--- config.mk ---
export PLATFORM = sky130hd
export DESIGN_NAME = env_bank
export DESIGN_NICKNAME = d
export VERILOG_FILES = /design/src/rtl/env_pkg.sv /design/src/rtl/env_step.sv /design/src/rtl/env_bank.sv
export SDC_FILE = /design/constraint.sdc
export NUM_CORES = 1
export LEC_CHECK = 0
export ABC_AREA = 0
export BUFFER_PORTS_ARGS = -buffer_cell sky130_fd_sc_hd__buf_2
export CAP_MARGIN = 20
export CORE_MARGIN = 3
export CORE_UTILIZATION = 50
export DETAILED_ROUTE_END_ITERATION = 10
export GPL_TIMING_DRIVEN = 1
export PLACE_DENSITY = 0.68
export SETUP_SLACK_MARGIN = 0.4
export SYNTH_ARGS = -nofsm -noshare
export SYNTH_HDL_FRONTEND = slang
export SYNTH_HIERARCHICAL = 1
export SYNTH_SLANG_ARGS = --single-unit
export TNS_END_PERCENT = 5
--- constraint.sdc ---
create_clock -name clk -period 12.1 [get_ports clk]
set_input_delay 0.605 -clock clk [delete_from_list [all_inputs] [get_ports clk]]
set_output_delay 0.605 -clock clk [all_outputs]
set_load 0.01 [all_outputs]
--- src/rtl/env_pkg.sv ---
// Shared voice-state encoding and envelope level derivations for the envelope bank.
package env_pkg;

   typedef enum logic [2:0] {
      ST_IDLE    = 3'd0,
      ST_ATTACK  = 3'd1,
      ST_DECAY   = 3'd2,
      ST_SUSTAIN = 3'd3,
      ST_RELEASE = 3'd4
   } vstate_t;

   function automatic longint env_full(input int bits);
      return (longint'(1) << (bits - 1)) - 1;
   endfunction

   // Attack hands over to decay slightly below full scale so tau>0 attacks terminate.
   function automatic longint env_peak(input int bits);
      return env_full(bits) - (env_full(bits) >> 4);
   endfunction

   function automatic longint env_eps(input int bits);
      return (bits >= 12) ? (longint'(1) << (bits - 12)) : longint'(1);
   endfunction

endpackage

--- src/rtl/env_step.sv ---
// One-voice envelope update: gate-driven state change, exponential step toward the
// state's target, saturation and level-based state transitions.
module env_step
   import env_pkg::*;
#(
   parameter int ENV_BITS = 24,
   parameter int TAU_BITS = 5
) (
   input  vstate_t                    i_state,
   input  logic signed [ENV_BITS-1:0] i_env,
   input  logic                       i_gate,
   input  logic [TAU_BITS-1:0]        i_attack_tau,
   input  logic [TAU_BITS-1:0]        i_decay_tau,
   input  logic [TAU_BITS-1:0]        i_release_tau,
   input  logic [ENV_BITS-1:0]        i_sustain_lvl,
   output vstate_t                    o_state,
   output logic signed [ENV_BITS-1:0] o_env
);

   localparam int DW = ENV_BITS + 1;
   localparam int SW = ENV_BITS + 2;

   localparam logic signed [ENV_BITS-1:0] FULL   = ENV_BITS'(env_full(ENV_BITS));
   localparam logic signed [ENV_BITS-1:0] PEAK   = ENV_BITS'(env_peak(ENV_BITS));
   localparam logic        [ENV_BITS-1:0] PEAK_U = ENV_BITS'(env_peak(ENV_BITS));
   localparam logic signed [ENV_BITS-1:0] EPS    = ENV_BITS'(env_eps(ENV_BITS));
   localparam logic signed [DW-1:0]       EPS_D  = DW'(env_eps(ENV_BITS));
   localparam logic signed [SW-1:0]       FULL_S = SW'(env_full(ENV_BITS));

   function automatic logic [TAU_BITS-1:0] clamp_tau(input logic [TAU_BITS-1:0] t);
      if (int'(t) >= ENV_BITS) return TAU_BITS'(ENV_BITS - 1);
      return t;
   endfunction

   function automatic logic signed [ENV_BITS-1:0] sat_env(input logic signed [SW-1:0] v);
      if (v[SW-1])    return '0;
      if (v > FULL_S) return FULL;
      return v[ENV_BITS-1:0];
   endfunction

   vstate_t                    w_state_eff;
   logic signed [ENV_BITS-1:0] w_sus;
   logic signed [ENV_BITS-1:0] w_target;
   logic        [TAU_BITS-1:0] w_tau;
   logic signed [DW-1:0]       w_diff;
   logic signed [DW-1:0]       w_step;
   logic signed [SW-1:0]       w_sum;
   logic signed [ENV_BITS-1:0] w_env_sat;
   logic signed [DW-1:0]       w_err;
   logic signed [DW-1:0]       w_abs;

   always_comb begin
      w_state_eff = i_state;
      if ((i_state == ST_IDLE || i_state == ST_RELEASE) && i_gate)
         w_state_eff = ST_ATTACK;
      else if ((i_state == ST_ATTACK || i_state == ST_DECAY || i_state == ST_SUSTAIN) && !i_gate)
         w_state_eff = ST_RELEASE;

      w_sus = (i_sustain_lvl < PEAK_U) ? i_sustain_lvl : PEAK_U;

      w_target = '0;
      w_tau    = '0;
      case (w_state_eff)
         ST_ATTACK:             begin w_target = FULL;  w_tau = i_attack_tau;  end
         ST_DECAY, ST_SUSTAIN:  begin w_target = w_sus; w_tau = i_decay_tau;   end
         ST_RELEASE:            begin w_target = '0;    w_tau = i_release_tau; end
         default:               begin w_target = '0;    w_tau = '0;            end
      endcase

      w_diff    = DW'(w_target) - DW'(i_env);
      w_step    = w_diff >>> clamp_tau(w_tau);
      w_sum     = SW'(i_env) + SW'(w_step);
      w_env_sat = sat_env(w_sum);
      w_err     = DW'(w_env_sat) - DW'(w_target);
      w_abs     = w_err[DW-1] ? -w_err : w_err;

      o_state = w_state_eff;
      o_env   = w_env_sat;
      case (w_state_eff)
         ST_IDLE:    o_env = '0;
         ST_ATTACK:  if (w_env_sat >= PEAK) o_state = ST_DECAY;
         ST_DECAY:   if (w_abs < EPS_D)     o_state = ST_SUSTAIN;
         ST_RELEASE: if (w_env_sat < EPS) begin
                        o_state = ST_IDLE;
                        o_env   = '0;
                     end
         default:    ;
      endcase
   end

endmodule

--- src/rtl/env_bank.sv ---
// Time-multiplexed ADSR envelope bank: each tick sweeps all voices through one
// shared env_step datapath, one voice per cycle, in index order.
module env_bank
   import env_pkg::*;
#(
   parameter  int VOICES   = 8,
   parameter  int ENV_BITS = 24,
   parameter  int TAU_BITS = 5,
   localparam int VW       = (VOICES > 1) ? $clog2(VOICES) : 1
) (
   input  logic                       clk,
   input  logic                       rst,
   input  logic                       tick,
   input  logic [VOICES-1:0]          gate,
   input  logic [TAU_BITS-1:0]        attack_tau,
   input  logic [TAU_BITS-1:0]        decay_tau,
   input  logic [TAU_BITS-1:0]        release_tau,
   input  logic [ENV_BITS-1:0]        sustain_lvl,
   output logic                       env_valid,
   output logic [VW-1:0]              env_voice,
   output logic signed [ENV_BITS-1:0] env_out,
   output logic [VOICES-1:0]          idle,
   output logic                       busy,
   output logic                       overrun
);

   vstate_t                    r_state [VOICES];
   logic signed [ENV_BITS-1:0] r_env   [VOICES];
   logic                       r_busy;
   logic [VW-1:0]              r_slot;
   logic                       r_overrun;

   vstate_t                    w_state_next;
   logic signed [ENV_BITS-1:0] w_env_next;

   env_step #(
      .ENV_BITS (ENV_BITS),
      .TAU_BITS (TAU_BITS)
   ) u_step (
      .i_state       (r_state[r_slot]),
      .i_env         (r_env[r_slot]),
      .i_gate        (gate[r_slot]),
      .i_attack_tau  (attack_tau),
      .i_decay_tau   (decay_tau),
      .i_release_tau (release_tau),
      .i_sustain_lvl (sustain_lvl),
      .o_state       (w_state_next),
      .o_env         (w_env_next)
   );

   // r_slot names the voice owning the datapath this cycle while r_busy is set.
   always_ff @(posedge clk) begin
      if (rst) begin
         r_busy    <= 1'b0;
         r_slot    <= '0;
         r_overrun <= 1'b0;
         for (int k = 0; k < VOICES; k++) begin
            r_state[k] <= ST_IDLE;
            r_env[k]   <= '0;
         end
      end else begin
         r_overrun <= tick & r_busy;
         if (r_busy) begin
            r_state[r_slot] <= w_state_next;
            r_env[r_slot]   <= w_env_next;
            if (r_slot == VW'(VOICES - 1)) begin
               r_busy <= 1'b0;
               r_slot <= '0;
            end else begin
               r_slot <= r_slot + VW'(1);
            end
         end else if (tick) begin
            r_busy <= 1'b1;
            r_slot <= '0;
         end
      end
   end

   always_comb begin
      idle = '0;
      for (int k = 0; k < VOICES; k++)
         idle[k] = (r_state[k] == ST_IDLE);
   end

   assign env_valid = r_busy;
   assign env_voice = r_slot;
   assign env_out   = r_busy ? w_env_next : '0;
   assign busy      = r_busy;
   assign overrun   = r_overrun;

endmodule

# Word level (Yosys, flattened, before mapping)
# Memory sizes are Yosys's and may differ from the RTL's. A register that Yosys moved wholly into a read port is not among the register bits.
# Cells that the tools add are included.
[op_classes]
add_sub_neg = 5
order_cmp = 7
n_eq_ne = 9
n_shift = 1
n_mux = 46
bitwise = 1
reduce_logical = 20
[ops]
columns = ["operator", "count"]
rows = [
  ["$mux 24", 8],
  ["$pmux 24 s2", 2],
  ["$sub 24x24->25", 2],
  ["$mux 3", 15],
  ["$logic_not 3->1", 10],
  ["$add 24x25->26", 1],
  ["$gt 26x24->1 const B", 1],
  ["$lt 25x14->1 const B", 1],
  ["$mux 25", 1],
  ["$neg 25->25", 1],
  ["$sshr 25x5->25", 1],
  ["$ge 24x24->1 const B", 1],
  ["$lt 24x14->1 const B", 1],
  ["$lt 24x23->1 const B", 1],
  ["$reduce_or 24->1", 1],
  ["$mux 1", 15],
  ["$pmux 5 s3", 1],
  ["$eq 3x2->1 const B", 4],
  ["$mux 5", 2],
  ["$eq 3x3->1 const B", 3],
  ["$pmux 3 s3", 1],
  ["$eq 3x1->1 const B", 2],
  ["$ge 5x5->1 const B", 1],
  ["$lt 3x4->1 const B", 1],
  ["9 further kinds", 12],
]
[word_totals]
regBits = 5
mem_bits_rw = 216
output_inout_bits = 38
memories = 2
[mem_list]
columns = ["name", "words", "word_bits", "read_ports", "rd_clocked_by_memory_dff", "wr", "line", "rtl"]
rows = [
  ["r_env", 8, 24, 1, 1, 8, "env_bank.sv:28", "logic signed [ENV_BITS-1:0] r_env [VOICES];"],
  ["r_state", 8, 3, 9, 1, 8, "env_bank.sv:27", "vstate_t r_state [VOICES];"],
]

# Logic depth before layout (Yosys ltp)
# Gate-level depths: netlist of the first run.
[logic_depth]
depth_word = 26
depth_mapped = 57
depth_no_buf = 50

# Cells and area by module
# Netlist of the first run, hierarchy kept.
[modules_own_cells]
columns = ["module", "instances", "cells_per_inst", "area_each_um2"]
rows = [
  ["env_bank", 1, 682, 10426.2],
  ["env_step", 1, 1052, 6825.3],
]

# Worst setup path after synthesis of the first run
# OpenSTA, ideal clock, no wires.
[synth_timing]
path_type = "flip-flop to flip-flop"
start = "register with a tool-made name"
end = "memory r_state[2][0] in the netlist's numbering, data pin"
setup_time_ns = 0.158
t_arrival_ns = 10.763
t_required_ns = 11.942
setup_slack_ns = 1.179
stages_incl_launch_ff = 54
n_path_buf = 7
period_less_slack_ns = 10.921
cell_sequence = "dfxtp_1 clkbuf_2 buf_1 mux4_2 mux2_2 clkbuf_1 and4bb_1 buf_6 and2_1 buf_2 a21oi_1 inv_1 ha_1 a21o_1 a21o_1 a21oi_1 o21bai_1 a21o_1 (+18 left out) nand2_1 clkbuf_1 o21ai_0 ha_1 inv_1 ha_1 a211o_1 a32oi_1 o21a_1 o21ai_1 a311oi_1 a311oi_1 or2_2 o31ai_1 mux2i_1 a31o_1 clkinv_1 nor3_1"
[synth_rtl]
columns = ["item", "line"]
rows = [
  ["to (decl)", "env_bank.sv:27"],
]

==> flow_metrics.tcl, run 1 <==
set metrics [dict create \
    track_usage_pct 29.1 \
    grt_start_max_net_pins 91 \
    synthSimpleGateAreaFrac_pct 18.3 \
    ys_warn_count 6 \
    port_buffers 86 \
    crit_type "flop to primary output" \
    synth_fa_ha_area_share_pct 6.15 \
    status "completed" \
    rows 67 \
    die_h_um 192 \
    grt_pass1_wl_mm 82.5 \
    drive_gt1_share_pct 20.5 \
    fin_tns_setup_ns 0 \
    synth_cell_types 96 \
    cp.arrival_ns 10.83 \
    worstPathRequired_ns 11.49 \
    antenna_found_initial 0 \
    drc 0 \
    cap_violations 0 \
    synth_seq_area_share_pct 38.5 \
    tritoncts "done" \
    viasPerCell 6.50 \
    wirelength_mm 55.1 \
    path_clk_slew_ns 0.07 \
    fmax_mhz 87.5 \
    synth_top_family_by_area "simple AND/OR/NAND/NOR gates" \
    io_pins 88 \
    synth_area_leader_cell "edfxtp_1" \
    h-tree-depth 1 \
    num_vias 14700 \
    p_leak_nw 7.22 \
    synth-edff-count 216 \
    synth.avg_cell_area_um2 9.95 \
    syn_area_um2 17300 \
    yosys_most_used_dff "edfxtp_1" \
    grt_pass1_vias 14000 \
    drv_slew 0 \
    worstSetupEndpointType "primary output" \
    finish.instance_area_um2 19200 \
    firstDrtPassIters 5 \
    area_growth_syn_to_layout_pct 11.1 \
    hold_ws_ns 0.412 \
    die_area_um2 36800 \
    dr.first_iter.drc_count 1363 \
    finalSetupViolations 0 \
    rsz0062_at_grt "true" \
    cts_sinks 224 \
    clockBufferDepth 3 \
    hpwl_mm 39.8 \
    worst_pin_slew_ns 1.12 \
    placed_area_um2 18200 \
    powerDensity_nw_per_um2 279 \
    layout.nets 1927 \
    peakVddDrop_mv 0.223 \
    synth_compound_area_share_pct 15.3 \
    cts_made_buffers 20 \
    synth_area_leaders "edfxtp_1, nor3_1, ha_1" \
    cp_slowest_cell "mux4_1" \
    synth_xor_area_share_pct 3.05 \
    ys_ff_latch 224 \
    clk_latency_ns 0.49 \
    synthCells 1734 \
    root_buffer "clkbuf_16" \
    synthArstFlopShare_pct 0 \
    fin_crit_ns 11.43 \
    hold_path_class "input port to flop" \
    muxShareOfSynthArea_pct 12.8 \
    seqCellArea_um2 6650 \
    routedWlPerCell_um 24.4 \
    max_slew_margin_pct 24.9 \
    gp_congestion 1.02 \
    period_share_pct 94.5 \
    nFillCells 2958 \
    fp.coreArea_um2 33800 \
    crit_top_cell "a21oi_2" \
    grt-ovfl-total 0 \
    worstSetupStartpointType "flop" \
    insertedDiodeCount 0 \
    initial_utilization_pct 51.1 \
    multiInputGateArea_um2 9910 \
    fin_skew_ns 0.00698 \
    dieWidth_um 192 \
    critPathMaxFanout 12 \
    cts_hold_buf 0 \
    hold_viol 0 \
    yosysTopAreaCellShare_pct 37.6 \
    max_stage_delay_ns 0.58 \
    ant_nets 0 \
    power.total_mw 5.35 \
]
==> cell type report <==
| class | count | area share [%] |
|---|---|---|
| inverters | 100 | 1.97 |
| clock inverters | 6 | 0.131 |
| multi-input cells | 1288 | 51.7 |
| well taps | 448 | 2.92 |
| clock buffers | 30 | 3.02 |
| flip-flops and latches | 224 | 34.7 |
| repair buffers | 162 | 5.52 |
==> kinds of logic after synthesis <==
| family | Yosys count |
|---|---|
| other | 2 |
| multiplexers | 134 |
| AO/OA/AOI/OAI | 389 |
| AND/OR/NAND/NOR | 616 |
| adder cells (fa/ha/maj) | 85 |
| buffers and inverters | 224 |
| flip-flops | 224 |
| XOR/XNOR | 60 |
==> cells in the mapped netlist, types with 6 or more instances <==
cell type,instances
nand2b_1,12
edfxtp_1,216
a211o_1,6
mux4_1,30
nor3_1,231
xnor2_1,43
nor4_1,6
nand4_1,15
or3_1,6
buf_1,13
xor2_1,17
clkinv_1,27
and3_1,9
nor2b_1,22
o21ai_0,63
nand3_1,18
o21a_1,12
mux2i_1,39
ha_1,80
o31ai_1,10
clkbuf_1,73
o21bai_1,15
a31oi_1,19
mux2_2,37
o2111ai_1,8
a21oi_1,112
and2_1,39
or2_2,7
nand2_1,91
buf_6,14
dfxtp_1,8
nor2_1,116
mux4_2,27
a211oi_1,16
o211ai_1,13
a21o_1,34
inv_1,73
o21ai_1,7
o22ai_1,6
nor3_2,22
buf_2,17
==> metal layers <==
| metal | track usage [%] | share of wire [%] | up-vias |
|---|---|---|---|
| met5 | 0 | 0 | - |
| met4 | 9.37 | 3.6 | 0 |
| met3 | 2.79 | 7.0 | 110 |
| met2 | 49.5 | 48 | 679 |
| met1 | 39.2 | 41 | 7202 |
| li1 | - | - | 6684 |
==> metrics by stage <==
stage | instances | utilization (%) | worst slack, ns
3_5_place_dp | 2207 | 53.8 | 0.0537
3_3_place_gp | 2205 | 53.8 | 0.205
5_1_grt | 2258 | 56.7 | 0.320
2_1_floorplan | 1736 | - | 1.18
4_1_cts | 2244 | 55.9 | 0.428
6_report | 2258 | 56.7 | 0.669
==> path summary, 6_finish.rpt <==
kind	cells past startpoint	startpoint	to	slack, ns
hold / removal	3	tick	busy	0.41
setup / recovery	46	flop	env_out[3]	0.67
setup reg to reg	45	flop	r_state[7][0]	0.77
hold reg to reg	2	env_voice[1]	flop	0.72
==> report_power, final <==
group / leakage, nW / switching [mW] / internal (mW)
Sequential: 2.30 / 0.0112 / 0.887
Clock: 0.296 / 0.262 / 0.331
Combinational: 4.62 / 2.45 / 1.41
==> placed cells by master, fill, tap and decap left out, drive strengths merged, types with 43 or more instances in the layout <==
cell and instances:
edfxtp 216, nor3 253, mux4 57, nor2 116, xnor2 43, buf 161
nand2 91, a21oi 115, ha 80, inv 74, o21ai 70
==> state kept, by name (all words and copies together) (netlist names), named ones only <==
signal / count
r_state: 24
busy: 1
env_voice: 3
overrun: 1
r_env: 192
==> worst max-delay path, delay by kind of cell, from the launching register on <==
family / cells / cell delay [ns]
AOI/OAI and AO/OA: 24 / 4.12
xor gates and xnor gates: 1 / 0.17
adders and majority gates: 5 / 1.42
buffers and inverters: 4 / 0.54
DFF: 1 / 0.43
muxes: 5 / 1.80
and+or+nand+nor: 7 / 1.81
==> what timing repair did <==
item,in CTS,in global routing
hold endpoints to repair,0,0
pin swaps,3,7
gates cloned,0,1
setup buffers,1,12
endpoints found under the setup margin,39,31
resized for setup,21,45
(Power assumes the default switching activity.)
==> run 2, diff against run 1 <==
Settings changed: ABC_AREA 0 to 1, CELL_PAD_IN_SITES_DETAIL_PLACEMENT from default to 0, CELL_PAD_IN_SITES_GLOBAL_PLACEMENT from default to 1, CORE_UTILIZATION 50 to 46, PLACE_DENSITY 0.68 to 0.78.
==> run 2 against run 1 <==
Sequential cell count is the same. Global-route usage is 0.27 points higher. Final cell count up 49%. Worst setup slack gained 0.60 ns. Count of clock-buffer cells in the layout up 4. Non-clock buffer count down 48. Fmax rose by 5.6%. Design area increased by 5.1%. Via count increased by 21%. Synthesized area rose by 6.8%. Clock skew increased by 0.0082 ns. Highest routed layer unchanged.
==> flow_metrics.tcl, run 2 <==
set metrics [dict create \
    clockBufferDepth 3 \
    cp_slowest_cell "o21ai_0" \
    hold_path_class "input port to flop" \
    worstSetupStartpointType "flop" \
    synth_cell_types 58 \
    area_growth_syn_to_layout_pct 9.28 \
    ant_nets 0 \
    layout.nets 2960 \
    tritoncts "done" \
    grt_pass1_vias 16300 \
    cts_hold_buf 0 \
    synth_xor_area_share_pct 1.96 \
    wirelength_mm 63.1 \
    port_buffers 86 \
    root_buffer "clkbuf_16" \
    regMostFlops "r_env" \
    hold_viol 0 \
    dieWidth_um 206 \
    track_usage_pct 29.3 \
    fmax_mhz 92.4 \
    worst_pin_slew_ns 0.950 \
    synth_area_leader_cell "edfxtp_1" \
    crit_type "flop to flop" \
    cts_sinks 224 \
    dr.first_iter.drc_count 1689 \
    fp.coreArea_um2 39100 \
    finish.instance_area_um2 20100 \
    yosysTopAreaCellShare_pct 35.2 \
    cap_violations 0 \
    synth-edff-count 216 \
    synth_compound_area_share_pct 7.48 \
    viasPerCell 5.30 \
    hpwl_mm 46.2 \
    clk_latency_ns 0.53 \
    crit_top_cell "nand2_1" \
    path_clk_slew_ns 0.06 \
    die_h_um 206 \
    largest_register_ff_count 192 \
    drv_slew 0 \
    min_from "tick" \
    max_stage_delay_ns 0.58 \
    initial_utilization_pct 47.1 \
    worstPathRequired_ns 12.35 \
    max_slew_margin_pct 36.0 \
    worstSetupEndpointType "flop" \
    rows 72 \
    fin_crit_ns 10.83 \
    insertedDiodeCount 0 \
    firstDrtPassIters 6 \
    drc 0 \
    ys_ff_latch 224 \
    die_area_um2 42500 \
    cts_made_buffers 24 \
    io_pins 88 \
    period_share_pct 89.5 \
    muxShareOfSynthArea_pct 0.0543 \
    gp_congestion 1.01 \
    ys_warn_count 6 \
    rsz0062_at_grt "false" \
    drive_gt1_share_pct 8.47 \
    most-common-layout-cells "nand2_1, inv_1, nor2_1" \
    grt-ovfl-total 0 \
    fin_skew_ns 0.0152 \
    h-tree-depth 1 \
    fin_tns_setup_ns 0 \
    synthCells 2770 \
    synth_area_leaders "edfxtp_1, nand2_1, inv_1" \
    synthArstFlopShare_pct 0 \
    synthTopCellsByCount "nand2_1, inv_1, nor2_1, nand3_1, edfxtp_1" \
    grt_start_max_net_pins 57 \
    synthSimpleGateAreaFrac_pct 35.8 \
    synth_top_family_by_area "simple AND/OR/NAND/NOR gates" \
    routedWlPerCell_um 18.8 \
    synth_seq_area_share_pct 36.1 \
    antenna_found_initial 0 \
    synth.avg_cell_area_um2 6.65 \
    num_vias 17800 \
    syn_area_um2 18400 \
    final_common_cell "nand2_1" \
    critPathMaxFanout 25 \
    cp.arrival_ns 11.08 \
    yosys_most_used_dff "edfxtp_1" \
    placed_area_um2 19300 \
    yosysMostFrequentCell "nand2_1" \
    finalSetupViolations 0 \
    synth_fa_ha_area_share_pct 5.54 \
    status "completed" \
    grt_pass1_wl_mm 95.3 \
]
run 2: cell types whose count changed after synthesis, sizes merged, moves of 24 or more:
cell	previous run	this run
clkbuf	76	35
clkinv	27	3
mux4	57	0
inv	73	525
xnor2	43	15
nor3	253	25
nand2	91	846
mux2	38	0
and2	39	3
nand3	18	267
a21o	34	6
nor2	116	387
mux2i	39	1
run 2: path summary, 6_finish.rpt:
kind | endpoint | slack [ns] | cells past startpoint
setup / recovery | r_state[2][0] | 1.27 | 64
hold / removal | overrun | 0.31 | 3
setup reg to reg | r_state[2][0] | 1.27 | 64
hold reg to reg | flop | 0.69 | 2
run 2: metrics by stage:
stage / setup WS, ns / instances / utilization (%) / hold slack [ns]
floorplan: 3.38 / 2772 / - / 0.647
global placement: 0.819 / 3318 / 49.3 / 0.687
detailed placement: 0.799 / 3318 / 49.3 / 0.676
CTS: 0.720 / 3362 / 51.2 / 0.294
global route: 0.402 / 3365 / 51.5 / 0.320
finish: 1.27 / 3365 / 51.5 / 0.305
run 2: cells by family (layout without fill, tap and decap cells):
logic type | count (synthesis) | after routing
and+or+nand+nor | 1569 | 1569
xor gates and xnor gates | 39 | 39
AOI/OAI and AO/OA | 243 | 243
other | 2 | 4
DFF | 224 | 224
adders and majority gates | 81 | 81
buffers and inverters | 611 | 686
muxes | 1 | 1
run 2: final cells by class:
type,instances,area [um2]
tap,518,648
clock buffer,34,669
clock inverter,10,85.1
fill,3951,19000
multi-input combinational,1937,9420
sequential,224,6650
timing repair buffer,114,679
inverter,528,1990
run 2: timing repair:
action | in CTS | in global routing
buffers inserted | 0 | 3
setup endpoints to repair | 0 | 30
gates resized for setup | 0 | 28
run 2: per-layer routing:
metal / GRT usage (%) / wire length, um / vias to the layer above
met1: 42.6 / 28500 / 8336
met3: 3.09 / 4320 / 65
met2: 48.4 / 29200 / 620
met4: 4.63 / 1060 / 0
met5: 0 / 0 / -
li1: - / - / 8807
run 2: worst max-delay path: cells and delay by family, from the launching register on:
kind | cells | cell delay (ns)
AOI/OAI and AO/OA | 9 | 2.22
adders and majority gates | 3 | 1.18
buffers and inverters | 9 | 1.47
DFF | 1 | 0.38
and+or+nand+nor | 43 | 5.26
Power of run 2 is not shown: default switching activity piles up to over one toggle a cycle in this logic, so the estimate is an artifact.
